--- config.mk ---
export PLATFORM = sky130hd
export DESIGN_NAME = scs8hd_nor2b_pipe
export DESIGN_NICKNAME = d
export VERILOG_FILES = /design/src/rtl/scs8hd_nor2b_pipe.sv
export SDC_FILE = /design/constraint.sdc
export NUM_CORES = 1
export LEC_CHECK = 0
export BUFFER_PORTS_ARGS = -buffer_cell sky130_fd_sc_hd__buf_4
export CORE_AREA = 4 4 73 75
export DETAILED_ROUTE_END_ITERATION = 16
export DIE_AREA = 0 0 77 79
export HOLD_SLACK_MARGIN = 0.12
export PLACE_DENSITY = 0.85
export SLEW_MARGIN = 25
export SYNTH_ARGS = -nofsm -noshare
export SYNTH_HDL_FRONTEND = slang
export SYNTH_SLANG_ARGS = --single-unit
--- constraint.sdc ---
create_clock -name CLK -period 2 [get_ports CLK]
set_input_delay 0.1 -clock CLK [delete_from_list [all_inputs] [get_ports CLK]]
set_output_delay 0.1 -clock CLK [all_outputs]
set_load 0.02 [all_outputs]
--- src/rtl/scs8hd_nor2b_pipe.sv ---
// ---------------------------------------------------------------------------
// scs8hd_nor2b_pipe
//
// Pipelined vector version of the nor2b cell. Each of WIDTH lanes computes
//   mode = 0 (nor2b): Y = ~A & BN
//   mode = 1 (nor2) : Y = ~(A | BN)
// The results and their popcount travel through a STAGES-deep,
// bubble-collapsing valid/ready pipeline. A saturating counter tracks the
// number of beats accepted at the output.
//
// Ports:
//   CLK        rising-edge clock
//   RESETB     asynchronous active-low reset
//   in_valid   input beat valid
//   in_ready   block can accept an input beat (combinational from out_ready)
//   A, BN      lane operands, WIDTH bits each
//   mode       0 = nor2b, 1 = nor2; sampled together with the beat
//   out_valid  output beat valid
//   out_ready  consumer accepts the output beat
//   Y          lane results from the last stage
//   y_ones     number of set bits in Y, carried with the beat
//   xfer_cnt   saturating count of accepted output beats
//   clr_cnt    synchronous clear of xfer_cnt (wins over an increment)
// ---------------------------------------------------------------------------
`timescale 1ns/1ps

module scs8hd_nor2b_pipe #(
    parameter  int WIDTH  = 8,
    parameter  int STAGES = 2,
    parameter  int CNT_W  = 16,
    localparam int POP_W  = $clog2(WIDTH + 1)
) (
    input  logic             CLK,
    input  logic             RESETB,
    input  logic             in_valid,
    output logic             in_ready,
    input  logic [WIDTH-1:0] A,
    input  logic [WIDTH-1:0] BN,
    input  logic             mode,
    output logic             out_valid,
    input  logic             out_ready,
    output logic [WIDTH-1:0] Y,
    output logic [POP_W-1:0] y_ones,
    output logic [CNT_W-1:0] xfer_cnt,
    input  logic             clr_cnt
);

    // Stage storage: index 0 is the first stage, STAGES-1 drives the outputs.
    logic [STAGES-1:0]             valid_q, valid_d;
    logic [STAGES-1:0][WIDTH-1:0]  y_q, y_d;
    logic [STAGES-1:0][POP_W-1:0]  ones_q, ones_d;
    logic [STAGES-1:0]             ready;
    logic [CNT_W-1:0]              xfer_cnt_q, xfer_cnt_d;

    logic [WIDTH-1:0] y_in;
    logic [POP_W-1:0] ones_in;

    // Lane logic and popcount, evaluated on the incoming operands.
    // NOTE: every variable written in an always_comb gets a default before any
    // conditional assignment, so no path leaves it unassigned (no latch).
    always_comb begin
        y_in    = mode ? ~(A | BN) : (~A & BN);
        ones_in = '0;
        for (int i = 0; i < WIDTH; i++) begin
            ones_in = ones_in + POP_W'(y_in[i]);
        end
    end

    // A stage can take a new beat if it, or any stage downstream of it,
    // holds a bubble, or if the consumer drains the last stage this cycle.
    // Written as an explicit OR over downstream valids so that no bit of
    // ready depends on another bit of the same vector.
    always_comb begin
        ready = '0;
        for (int i = 0; i < STAGES; i++) begin
            logic r;
            r = out_ready;
            for (int j = i; j < STAGES; j++) begin
                r = r | ~valid_q[j];
            end
            ready[i] = r;
        end
    end

    // Next state of the pipeline. Data registers only load when a valid beat
    // moves in, so a stage with valid low keeps its last contents.
    always_comb begin
        valid_d = valid_q;
        y_d     = y_q;
        ones_d  = ones_q;

        if (ready[0]) begin
            valid_d[0] = in_valid;
        end
        if (ready[0] && in_valid) begin
            y_d[0]    = y_in;
            ones_d[0] = ones_in;
        end

        for (int i = 1; i < STAGES; i++) begin
            if (ready[i]) begin
                valid_d[i] = valid_q[i-1];
            end
            if (ready[i] && valid_q[i-1]) begin
                y_d[i]    = y_q[i-1];
                ones_d[i] = ones_q[i-1];
            end
        end
    end

    // Saturating transfer counter; clear has priority over an increment.
    always_comb begin
        xfer_cnt_d = xfer_cnt_q;
        if (clr_cnt) begin
            xfer_cnt_d = '0;
        end else if (valid_q[STAGES-1] && out_ready && (xfer_cnt_q != '1)) begin
            xfer_cnt_d = xfer_cnt_q + CNT_W'(1);
        end
    end

    // NOTE: sequential state is written with non-blocking assignments only, so
    // every flop samples the pre-edge value of every other flop.
    // NOTE: the data registers are reset as well as the valids, because Y and
    // y_ones must read zero straight out of reset, not just out_valid.
    always_ff @(posedge CLK or negedge RESETB) begin
        if (!RESETB) begin
            valid_q    <= '0;
            y_q        <= '0;
            ones_q     <= '0;
            xfer_cnt_q <= '0;
        end else begin
            valid_q    <= valid_d;
            y_q        <= y_d;
            ones_q     <= ones_d;
            xfer_cnt_q <= xfer_cnt_d;
        end
    end

    assign in_ready  = ready[0];
    assign out_valid = valid_q[STAGES-1];
    assign Y         = y_q[STAGES-1];
    assign y_ones    = ones_q[STAGES-1];
    assign xfer_cnt  = xfer_cnt_q;

endmodule

==> flow_summary.yaml <==
timing:
  finalSetupViolCount: 4
  fin_crit_ns: 2.52
  fin_ws_ns: -0.520
  hold-worst-slack_ns: 0.130
  skew_ns: 0.00417
  relSlewSlack: 0.657
  finalHoldViolCount: 0
  final_max_slew_viol_count: 0
  rsz0062_at_grt: "yes"
  fin_crit_sh: 1.26
  tightest_slew_ns: 0.515
  max_freq_mhz: 397
yosys:
  synthCells: 207
  syn_avg_cell_area_um2: 10.7
  synth-seq-cells: 42
  synth_area_um2: 2220
  synth_cell_types: 31
  syn_nets: 237
  ys_seq_area_frac: 0.474
  yosys_warnings: 0
setup_path:
  path_class: "primary input to flop"
  crit_required_ns: 2.19
  end_kind: "flop"
  crit_path_start_kind: "primary input"
  cp_data_arrival_time_ns: 2.71
  path_max_fanout: 2
power_and_ir_drop:
  p_leak_nw: 1.34
  power_density_nw_per_um2: 812
  ir_worst_vdd_mv: 0.364
clock_network:
  cts_max_level: 2
  cts_made_buffers: 5
  cts_tree: "done"
  clk_pin_slew_ns: 0.08
  clock_latency_ns: 0.29
  cts_sinks: 42
  ctsLongestPathBuffers: 2
  root_buffer: "clkbuf_8"
grt:
  grt_pass1_vias: 1690
  grtUsageTotal: 0.159
  grt_pass1_wl_um: 7730
  overflow: 0
  antenna_found_initial: 0
  grt_max_degree: 43
placement:
  port_buffers: 51
  globalplace.congestion: 0.805
  dp_slack_ns: -0.945
  hpwlAfterDp_um: 3310
route:
  via_count: 1742
  post_drt_via_cell_ratio: 5.44
  drt_iter0_drc: 78
  drcViolationCount: 0
  wl_um: 4520
  final_antenna_net_count: 0
  dr.pass1.iters: 4
  drt-wirelength-per-cell_um: 14.1
floorplanning:
  coreArea_um2: 4660
  die_area_um2: 6080
  ioPinCount: 52
  die_w_um: 77
  die_h_um: 79
  start_util: 0.475
  rows: 25
run_status:
  violations: "setup timing"
  outcome: "finished, violations left"
final_layout:
  final_core_util: 0.607
  layout.nets: 295
  fill_cells: 393
  n_antenna_cell: 0
  drive_gt1_frac: 0.357
  syn2layout_area_growth_pct: 27.7
flow_run:
  maxCapViolations: 0
worst_hold_path:
  hold_path_class: "primary input to flop"
==> what timing repair did <==
action,4_1_cts,5_1_grt
setup buffers,1,3
gates resized for setup,9,3
endpoints found under the setup margin,4,4
hold buffers,4,0
pin swaps,6,3
endpoints found under the hold margin,60,0
==> per-layer routing <==
metal  GRT usage  share of wire  vias to the layer above  routed length [µm]
met1       0.175           0.39                      849                1790
met3      0.0488          0.061                        5                 274
met2       0.289           0.54                       53                2420
met5           0              0                        -                   0
li1            -              -                      835                   -
met4      0.0552         0.0084                        0                  38
==> state kept, by name, indices dropped and copies added (netlist names) <==
register  flops
y_ones        4
valid_q       2
y_q           8
xfer_cnt     16
Y             8
ones_q        4
==> per-stage QoR <==
stage | std cells | area, µm² | setup TNS, ns | power, mW
floorplan | 207 | 2240 | -2.68 | 1.45
global placement | 304 | 2610 | -2.83 | 1.57
detailed placement | 304 | 2610 | -3.09 | 1.60
CTS | 317 | 2800 | -1.83 | 2.31
global route | 320 | 2830 | -1.85 | 2.45
finish | 320 | 2830 | -1.67 | 2.30
==> cells by family after synthesis <==
kind of cell,count (synthesis),synth area share
compound gates,40,0.110
buf+inv,27,0.0768
flops,42,0.474
mux,15,0.0757
simple gates,65,0.165
xor+xnor,10,0.0395
fa+ha+maj,8,0.0587
==> worst paths after layout <==
check	start	endpoint	slack, ns	cells past startpoint
max	BN[1]	ones_q[1]$_DFFE_PN0P_	-0.52	11
min	A[3]	y_q[3]$_DFFE_PN0P_	0.13	3
max reg2reg	xfer_cnt[2]$_DFFE_PN0P_	xfer_cnt[15]$_DFFE_PN0P_	0.20	4
min reg2reg	ones_q[3]$_DFFE_PN0P_	ones_q[3]$_DFFE_PN0P_	0.48	2
max in group asynchronous	RESETB	Y[5]$_DFFE_PN0P_	1.32	2
min in group asynchronous	RESETB	xfer_cnt[3]$_DFFE_PN0P_	0.33	2
==> final cells by class <==
class                   count  area [µm²]  area share
flip-flops and latches     42        1050       0.371
clock buffers               6        72.6      0.0256
clock inverters             2        37.5      0.0133
well taps                  54        67.6      0.0239
inverters                   7        26.3     0.00928
multi-input cells         138        1020       0.359
repair buffers             71         558       0.197
==> report_power, final <==
group | total [mW] | internal, mW | switching [mW]
clock | 0.664 | 0.372 | 0.292
combinational | 0.610 | 0.308 | 0.302
sequential | 1.02 | 0.963 | 0.0605
total | 2.30 | 1.64 | 0.654
==> cell usage after synthesis <==
cell type / number / area, µm²
buf_4: 12 / 90.1
xor2_1: 9 / 78.8
ha_1: 4 / 50.1
buf_12: 1 / 20.0
o21ai_1: 7 / 35.0
nand2_1: 18 / 67.6
fa_1: 4 / 80.1
nand4_1: 5 / 31.3
and2_1: 3 / 18.8
buf_6: 1 / 11.3
or3_1: 7 / 43.8
o31ai_1: 7 / 52.6
o41ai_4: 1 / 27.5
dfrtp_1: 42 / 1050
nor2_1: 3 / 11.3
mux2i_1: 1 / 10.0
o21ai_0: 10 / 50.1
nand4_2: 1 / 12.5
and4_1: 2 / 17.5
or4_1: 7 / 52.6
nand3_1: 7 / 35.0
buf_1: 1 / 3.75
inv_1: 7 / 26.3
clkbuf_1: 5 / 18.8
and3_1: 1 / 6.26
a21o_1: 1 / 7.51
nand2b_1: 10 / 62.6
nand3b_1: 1 / 7.51
a21oi_1: 14 / 70.1
mux2_2: 14 / 158
xnor2_1: 1 / 8.76
==> placed cells by master (no fill, tap or decap), drive strengths merged <==
cell type | netlist | routed
buf | 15 | 67
dfrtp | 42 | 42
nand2 | 18 | 18
o21ai | 17 | 17
a21oi | 14 | 14
mux2 | 14 | 14
nand2b | 10 | 10
xor2 | 9 | 9
nand3 | 7 | 7
or3 | 7 | 7
o31ai | 7 | 7
or4 | 7 | 7
inv | 7 | 7
nand4 | 6 | 6
clkbuf | 5 | 6
dlygate4sd3 | 0 | 4
fa | 4 | 4
ha | 4 | 4
nor2 | 3 | 3
and2 | 3 | 3
and4 | 2 | 2
xnor2 | 1 | 1
nand3b | 1 | 1
o41ai | 1 | 1
and3 | 1 | 1
mux2i | 1 | 1
a21o | 1 | 1
clkinvlp | 0 | 1
bufinv | 0 | 1
==> worst max-delay path, cell delays in order <==
cell and delay [ns]:
buf_6 0.09, xor2_1 0.16, nand2b_1 0.12, fa_1 0.48, fa_1 0.52, fa_1 0.43, inv_2 0.08, ha_4 0.13
inv_2 0.03, fa_2 0.52, o21ai_2 0.05
No activity file was read; power rests on OpenSTA's default activity.
